--- config.mk ---
export PLATFORM = sky130hd
export DESIGN_NAME = reg_bank_ctrl
export DESIGN_NICKNAME = d
export VERILOG_FILES = /design/src/rtl/reg_bank_ctrl.sv
export SDC_FILE = /design/constraint.sdc
export NUM_CORES = 1
export LEC_CHECK = 0
export ABC_AREA = 1
export BUFFER_PORTS_ARGS = -buffer_cell sky130_fd_sc_hd__buf_2
export CAP_MARGIN = 20
export CORE_MARGIN = 4
export CORE_UTILIZATION = 40
export CTS_CLUSTER_SIZE = 20
export DETAILED_ROUTE_END_ITERATION = 8
export HOLD_SLACK_MARGIN = 0.12
export PLACE_DENSITY = 0.83
export SLEW_MARGIN = 20
export SYNTH_ARGS = -nofsm -noshare
export SYNTH_HDL_FRONTEND = slang
export SYNTH_SLANG_ARGS = --single-unit
export TNS_END_PERCENT = 50
--- constraint.sdc ---
create_clock -name clk -period 2.6 [get_ports clk]
set_clock_uncertainty 0.2 [all_clocks]
set_input_delay 0.52 -clock clk [delete_from_list [all_inputs] [get_ports clk]]
set_output_delay 0.52 -clock clk [all_outputs]
set_load 0.01 [all_outputs]
--- src/rtl/reg_bank_ctrl.sv ---
//==============================================================================
// Module   : reg_bank_ctrl
// Brief    : Round-robin access controller sequencing two requesters into the
//            register bank's select, read and write strobes.
// Revision : 1.0 - initial release
//==============================================================================
`default_nettype none

module reg_bank_ctrl #(
    parameter int N_REGS = 8,
    parameter int AW     = 3,
    parameter int DW     = 8
) (
    input  logic              clk,
    input  logic              rst,
    input  logic              a_req,
    input  logic              a_we,
    input  logic [AW-1:0]     a_addr,
    input  logic [DW-1:0]     a_wdata,
    output logic              a_done,
    input  logic              b_req,
    input  logic              b_we,
    input  logic [AW-1:0]     b_addr,
    input  logic [DW-1:0]     b_wdata,
    output logic              b_done,
    output logic [DW-1:0]     rdata,
    output logic              err,
    output logic              busy,
    output logic [N_REGS-1:0] reg_sel,
    output logic              reg_rd,
    output logic              reg_wr,
    output logic [DW-1:0]     reg_din,
    input  logic [DW-1:0]     reg_dout
);

    typedef enum logic [1:0] {
        ST_IDLE    = 2'd0,
        ST_ISSUE   = 2'd1,
        ST_CAPTURE = 2'd2,
        ST_DONE    = 2'd3
    } state_t;

    // One extra bit so that N_REGS == 2**AW is representable.
    localparam logic [AW:0] c_n_regs = (AW+1)'(N_REGS);

    state_t          r_state;
    state_t          w_state_nxt;
    logic            r_prio;      // 0 = port A has priority, 1 = port B
    logic            r_id;        // 0 = port A owns the transaction, 1 = port B
    logic            r_we;
    logic [AW-1:0]   r_addr;
    logic [DW-1:0]   r_wdata;
    logic [DW-1:0]   r_rdata;
    logic            w_grant;
    logic            w_grant_b;
    logic            w_in_range;

    assign w_grant    = a_req | b_req;
    assign w_grant_b  = b_req & (~a_req | r_prio);
    assign w_in_range = ({1'b0, r_addr} < c_n_regs);

    always_ff @(posedge clk or posedge rst) begin
        if (rst) begin
            r_state <= ST_IDLE;
        end else begin
            r_state <= w_state_nxt;
        end
    end

    always_comb begin
        w_state_nxt = r_state;
        reg_rd      = 1'b0;
        reg_wr      = 1'b0;
        reg_din     = '0;
        a_done      = 1'b0;
        b_done      = 1'b0;
        err         = 1'b0;
        case (r_state)
            ST_IDLE: begin
                if (w_grant) begin
                    w_state_nxt = ST_ISSUE;
                end
            end
            ST_ISSUE: begin
                reg_rd      = ~r_we;
                reg_wr      = r_we;
                reg_din     = r_wdata;
                w_state_nxt = r_we ? ST_DONE : ST_CAPTURE;
            end
            ST_CAPTURE: begin
                w_state_nxt = ST_DONE;
            end
            ST_DONE: begin
                a_done      = ~r_id;
                b_done      = r_id;
                err         = ~w_in_range;
                w_state_nxt = ST_IDLE;
            end
            default: begin
                w_state_nxt = ST_IDLE;
            end
        endcase
    end

    // Out-of-range addresses match no index, so the select stays all zero.
    genvar gi;
    generate
        for (gi = 0; gi < N_REGS; gi++) begin : g_sel
            assign reg_sel[gi] = (r_state == ST_ISSUE) && (r_addr == AW'(gi));
        end
    endgenerate

    assign busy  = (r_state != ST_IDLE);
    assign rdata = r_rdata;

    always_ff @(posedge clk or posedge rst) begin
        if (rst) begin
            r_prio  <= 1'b0;
            r_id    <= 1'b0;
            r_we    <= 1'b0;
            r_addr  <= '0;
            r_wdata <= '0;
            r_rdata <= '0;
        end else begin
            if ((r_state == ST_IDLE) && w_grant) begin
                r_id    <= w_grant_b;
                r_prio  <= ~w_grant_b;
                r_we    <= w_grant_b ? b_we    : a_we;
                r_addr  <= w_grant_b ? b_addr  : a_addr;
                r_wdata <= w_grant_b ? b_wdata : a_wdata;
            end
            if (r_state == ST_CAPTURE) begin
                r_rdata <= w_in_range ? reg_dout : '0;
            end
        end
    end

endmodule

`default_nettype wire

==> results of run 1 <==
==> through the flow <==
stage               setup WS (ns)  hold WS (ns)  std cells  power [mW]  util, %
floorplan                   0.723         0.265        157        1.33        -
global placement            0.639         0.279        261        1.62     53.9
detailed placement          0.595         0.283        261        1.64     53.9
CTS                         0.232         0.233        265        1.80     55.0
global route                0.101         0.226        266        1.97     55.0
finish                      0.252         0.243        266        1.78     55.0
==> flip-flops by register name, summed over array words and instances, names as in the netlist <==
signal / flops
r_id: 1
rdata: 8
r_addr: 3
r_we: 1
r_state: 2
r_prio: 1
r_wdata: 8
==> worst max-delay path, cell delays in order, from the launching register on <==
cell and delay, ns:
dfrtp_1 0.42, inv_1 0.15, ha_1 0.19, inv_1 0.05
or2_2 0.30, nor2_1 0.09, buf_2 0.13
==> power by group through the flow <==
stage	sequential [mW]	clock, mW	combinational (mW)
global placement	0.677	0	0.940
CTS	0.676	0.162	0.964
floorplan	0.695	0	0.632
global route	0.702	0.179	1.09
detailed placement	0.685	0	0.959
finish	0.677	0.156	0.950
==> synthesized netlist by cell type (all sizes together) <==
library cell | count | area share (%)
nand2 | 36 | 10
dfrtp | 24 | 46
nand3 | 24 | 9.2
inv | 19 | 5.5
nor2 | 13 | 4.3
nand4 | 12 | 5.8
buf | 9 | 4.1
mux2 | 8 | 6.9
ha | 5 | 4.8
o21ai | 5 | 1.9
conb | 1 | 0.29
or2 | 1 | 0.48
==> area by class of cell <==
type / instances / area (um^2) / share of cell area, %
sequential: 24 / 601 / 35.5
multi-input combinational: 105 / 574 / 33.9
timing repair buffer: 70 / 368 / 21.7
inverter: 19 / 71.3 / 4.21
tap: 44 / 55.1 / 3.25
clock buffer: 3 / 22.5 / 1.33
antenna: 1 / 2.50 / 0.148
==> final timing paths <==
kind | to | start | slack, ns | depth (start not counted)
min in group asynchronous | r_we | rst | 0.63 | 4
worst max-delay path | reg_sel[0] | r_state[1] | 0.25 | 6
worst max register to register | r_addr[1] | r_state[0] | 0.75 | 6
max in group asynchronous | rdata[7] | rst | 1.34 | 4
worst min register to register | r_wdata[6] | r_wdata[6] | 0.31 | 2
worst min-delay path | rdata[6] | reg_dout[6] | 0.24 | 2
==> metal layers <==
layer / vias up / wire length (um) / track usage (%)
li1: 640 / - / -
met1: 561 / 1390 / 20.8
met2: 39 / 1560 / 25.9
met3: 4 / 215 / 3.29
met4: 0 / 59 / 8.03
met5: - / 0 / 0
==> cells by family (layout without fill, tap and decap cells) <==
kind of cell / count (synthesis) / after routing
AO/OA/AOI/OAI: 5 / 5
other: 1 / 2
adder cells (fa/ha/maj): 5 / 5
AND/OR/NAND/NOR: 86 / 86
buffers and inverters: 28 / 92
flip-flops: 24 / 24
multiplexers: 8 / 8
==> results.yml, run 1 <==
placement:
  dp_hpwl_um: 2490
  place_area_mm2: 0.00166
  gp_routability_congestion: 0.842
  port-buffer-count: 64
cells_and_area:
  fill_cells: 306
  area_delta_synth_final_pct: 30.3
  fin_area_mm2: 0.00169
  layout_common_cells: "buf_2, nand2_1, nand3_1, dfrtp_1, inv_1"
  post_route_cells_drive_above_1_share_pct: 37.6
  fin_nets: 264
  final_common_cell: "buf_2"
pwr:
  power_frac_seq_pct: 38.0
  netSwitchingFraction_pct: 42.3
  combPwrFrac_pct: 53.3
  p_int_mw: 1.03
  irDropWorstVdd_mv: 0.447
  p_per_area_mw_per_mm2: 1050
  power_frac_clock_pct: 8.8
  p_leak_nw: 0.985
  switchingPower_uw: 754
cts:
  clock_sinks: 24
  cts_tree: "yes"
  post_cts_buffers: 0
  cts_buffer_depth: 2
  cts-resized-gates: 0
  htreeDepth: 1
  clk_latency_ns: 0.30
  cts_buffers: 3
  clk_pin_slew_ns: 0.12
  hold_buffers: 1
  ctsRootBufferMaster: "clkbuf_4"
routing:
  drc: 0
  dr.pass1.iters: 4
  antenna_left: 0
  avgViaCountPerCell: 4.68
  vias: 1244
  drt_wl_total_um: 3230
  wl_per_cell_um: 12.1
  drt-initial-drc-count: 58
setup_path:
  cp-start-kind: "flop"
  path_class: "reg2out"
  worstPathArrival_ns: 1.63
  cp-end-kind: "primary output"
  required_ns: 1.88
  critical_path.max_fanout: 5
grt:
  antenna_found_initial: 1
  grt_pass1_wl_um: 5370
  track_usage_pct: 16.2
  overflow: 0
  grt_start_max_net_pins: 25
  grt_pass1_vias: 1170
floorplanning:
  core_area_mm2: 0.00308
  die_width_um: 65.0
  initial_core_util_pct: 42.2
  ioPinCount: 66
  die-area_mm2: 0.00423
  num_rows: 20
  die_h_um: 65.0
sta:
  drv_slew: 0
  fmax_ghz: 0.426
  finalHoldViolations: 0
  period_needed_ns: 2.35
  worstMarginPinSlew_ns: 0.519
  slew_headroom_pct: 65.2
  fin_crit_sh_pct: 90.3
  finalSetupViolCount: 0
  rsz0062_at_grt: "false"
  timing.setup.tns_ns: 0
logic_synthesis:
  syn_area_mm2: 0.00130
  ys_types: 17
  synthXorXnorAreaFrac_pct: 0
  synth.avg_cell_area_um2: 8.28
  syn_inst: 157
  synth_top_family_by_area: "simple AND/OR/NAND/NOR gates"
  ys_seq_area_share_pct: 46.2
  synthAdderAreaFrac_pct: 4.81
  synth.net_count: 198
  synth-simple-area-share_pct: 30.2
  synth_compound_area_share_pct: 1.92
  synth-seq-cells: 24
  yosys_warnings: 0
  synthMuxAreaShare_pct: 6.93
status:
  status: "complete, no violations"
run:
  max_cap_violations: 0
min_path:
  hold_path.class: "in2reg"
Power figures use the tool's default switching activity.
==> inputs of run 2 (changes only) <==
- ABC_AREA: 1 -> 0
==> results.yml, run 2 <==
logic_synthesis:
  yosys.area.top_type: "dfrtp_1"
  synth.avg_cell_area_um2: 11.3
  synth.net_count: 152
  synthArstFlopShare_pct: 100
  syn_area_mm2: 0.00125
  synth_edf_count: 0
  yosysTopAreaCellShare_pct: 48.0
  yosys_warnings: 0
  yosys-top-cells-count: "dfrtp_1, a221o_1, and3_1, and2_1, mux2_1"
  ys_types: 26
  ys_top_cells_by_area: "dfrtp_1, a221o_1, mux2_1"
  synth.most_common_cell: "dfrtp_1"
  syn_inst: 111
  synth-seq-cells: 24
  ys_seq_area_share_pct: 48.0
  yosys_most_used_dff: "dfrtp_1"
floorplanning:
  num_rows: 20
  die_width_um: 63.9
  die_h_um: 63.9
  initial_core_util_pct: 41.3
  ioPinCount: 66
  die-area_mm2: 0.00408
  core_area_mm2: 0.00303
cts:
  post_cts_buffers: 0
  clock_sinks: 24
  cts-resized-gates: 0
  ctsRootBufferMaster: "clkbuf_4"
  hold_buffers: 0
  clk_pin_slew_ns: 0.12
  cts_buffer_depth: 2
  cts_buffers: 3
  htreeDepth: 1
  cts_tree: "yes"
  clk_latency_ns: 0.30
routing:
  dr.pass1.iters: 4
  avgViaCountPerCell: 4.93
  drt-initial-drc-count: 22
  drt_wl_total_um: 2810
  antenna_left: 0
  vias: 1065
  drc: 0
  wl_per_cell_um: 13.0
cells_and_area:
  diodes: 0
  layout_common_cells: "buf_2, dfrtp_1, and3_1, a221o_1, and2_1"
  area_delta_synth_final_pct: 28.6
  final_common_cell: "buf_2"
  post_route_cells_drive_above_1_share_pct: 42.4
  fin_nets: 214
  fill_cells: 298
setup_path:
  cp-start-kind: "flop"
  path_class: "reg2out"
  max_stage_delay_ns: 0.44
  cp-end-kind: "primary output"
  required_ns: 1.88
  cp_slowest_cell: "dfrtp_1"
  critical_path.max_fanout: 12
  worstPathArrival_ns: 1.68
  path_cells: "inv_1 -> ha_1 -> nand2b_1 -> nor3_1 -> buf_2"
run:
  max_cap_violations: 0
status:
  status: "complete, no violations"
sta:
  finalSetupViolCount: 0
  fmax_ghz: 0.416
  setup_ws_ns: 0.199
  slew_headroom_pct: 33.9
  period_needed_ns: 2.40
  rsz0062_at_grt: "false"
  worstMarginPinSlew_ns: 0.986
  fin_crit_sh_pct: 92.4
  timing.setup.tns_ns: 0
  holdWs_ns: 0.190
  drv_slew: 0
  finalHoldViolations: 0
pwr:
  p_leak_nw: 0.886
  switchingPower_uw: 628
  netSwitchingFraction_pct: 37.5
  power_frac_seq_pct: 40.5
  p_int_mw: 1.05
  power_frac_clock_pct: 11.3
  combPwrFrac_pct: 48.2
  p_per_area_mw_per_mm2: 1040
  irDropWorstVdd_mv: 0.487
grt:
  track_usage_pct: 14.4
  grt_pass1_wl_um: 4600
  antenna_found_initial: 0
  overflow: 0
  grt_pass1_vias: 1024
  grt_start_max_net_pins: 25
placement:
  gp_routability_congestion: 0.810
  dp_slack_ns: 0.535
  port-buffer-count: 64
  dp_hpwl_um: 2260
min_path:
  hold_path.class: "in2async"
## run 2: cell types whose count changed after synthesis, sizes merged, moves of 3 or more
cell | before | now
and2 | 0 | 11
nand4 | 12 | 0
and3 | 0 | 12
inv | 19 | 5
nand3 | 24 | 0
nor2 | 13 | 7
a221o | 0 | 12
o21ai | 5 | 1
nand2 | 36 | 4
nand2b | 0 | 3
buf | 9 | 6
## run 2: logic make-up (layout without fill, tap and decap cells)
| group | Yosys count | after routing | synth area share (%) |
|---|---|---|---|
| simple gates | 42 | 42 | 19.5 |
| flops | 24 | 24 | 48.0 |
| compound gates | 18 | 18 | 13.2 |
| buf+inv | 12 | 73 | 5.81 |
| mux | 9 | 9 | 8.11 |
| fa+ha+maj | 5 | 5 | 5.01 |
| other cells | 1 | 1 | 0.300 |
## run 2: worst paths after layout
path,from,cells after the start,endpoint,slack [ns]
max reg2reg,r_state[0],4,r_wdata[4],0.73
max,r_state[1],5,reg_sel[0],0.20
max in group asynchronous,rst,2,r_id,1.47
min reg2reg,rdata[2],1,rdata[2],0.29
min,rst,2,r_addr[0],0.19
min in group clk,reg_dout[0],2,rdata[0],0.22
## run 2: power groups by stage
stage	combinational, mW	sequential, mW	clock (mW)
after floorplan	0.557	0.695	0
final	0.808	0.678	0.189
after global placement	0.800	0.684	0
after global routing	0.900	0.709	0.213
after CTS	0.827	0.679	0.200
after detailed placement	0.823	0.687	0
## run 2: per-stage QoR
stage          cells  utilization, %  cell area, um^2  total power [mW]
2_1_floorplan    111               -             1250              1.25
3_3_place_gp     212            51.9             1570              1.48
3_5_place_dp     212            51.9             1570              1.51
4_1_cts          216            53.1             1610              1.71
5_1_grt          216            53.1             1610              1.82
6_report         216            53.1             1610              1.67
## run 2: layout make-up
cell class | count | area [um^2] | area share [%]
multi-input combinational | 75 | 577 | 35.9
clock buffer | 4 | 36.3 | 2.26
timing repair buffer | 64 | 320 | 19.9
sequential | 24 | 601 | 37.4
inverter | 5 | 18.8 | 1.17
tap | 44 | 55.1 | 3.42
## run 2: critical path: cells and delay by family (launching register included)
| kind | cells | cell delay (ns) |
|---|---|---|
| buffers and inverters | 2 | 0.26 |
| DFF | 1 | 0.44 |
| adders and majority gates | 1 | 0.36 |
| and+or+nand+nor | 2 | 0.31 |
## run 2: per-layer routing
layer | vias to the layer above | GRT usage [%] | wire, um
li1 | 517 | - | -
met1 | 509 | 16.6 | 1170
met2 | 37 | 25.9 | 1410
met3 | 2 | 4.04 | 191
met4 | 0 | 4.04 | 34
met5 | - | 0 | 0
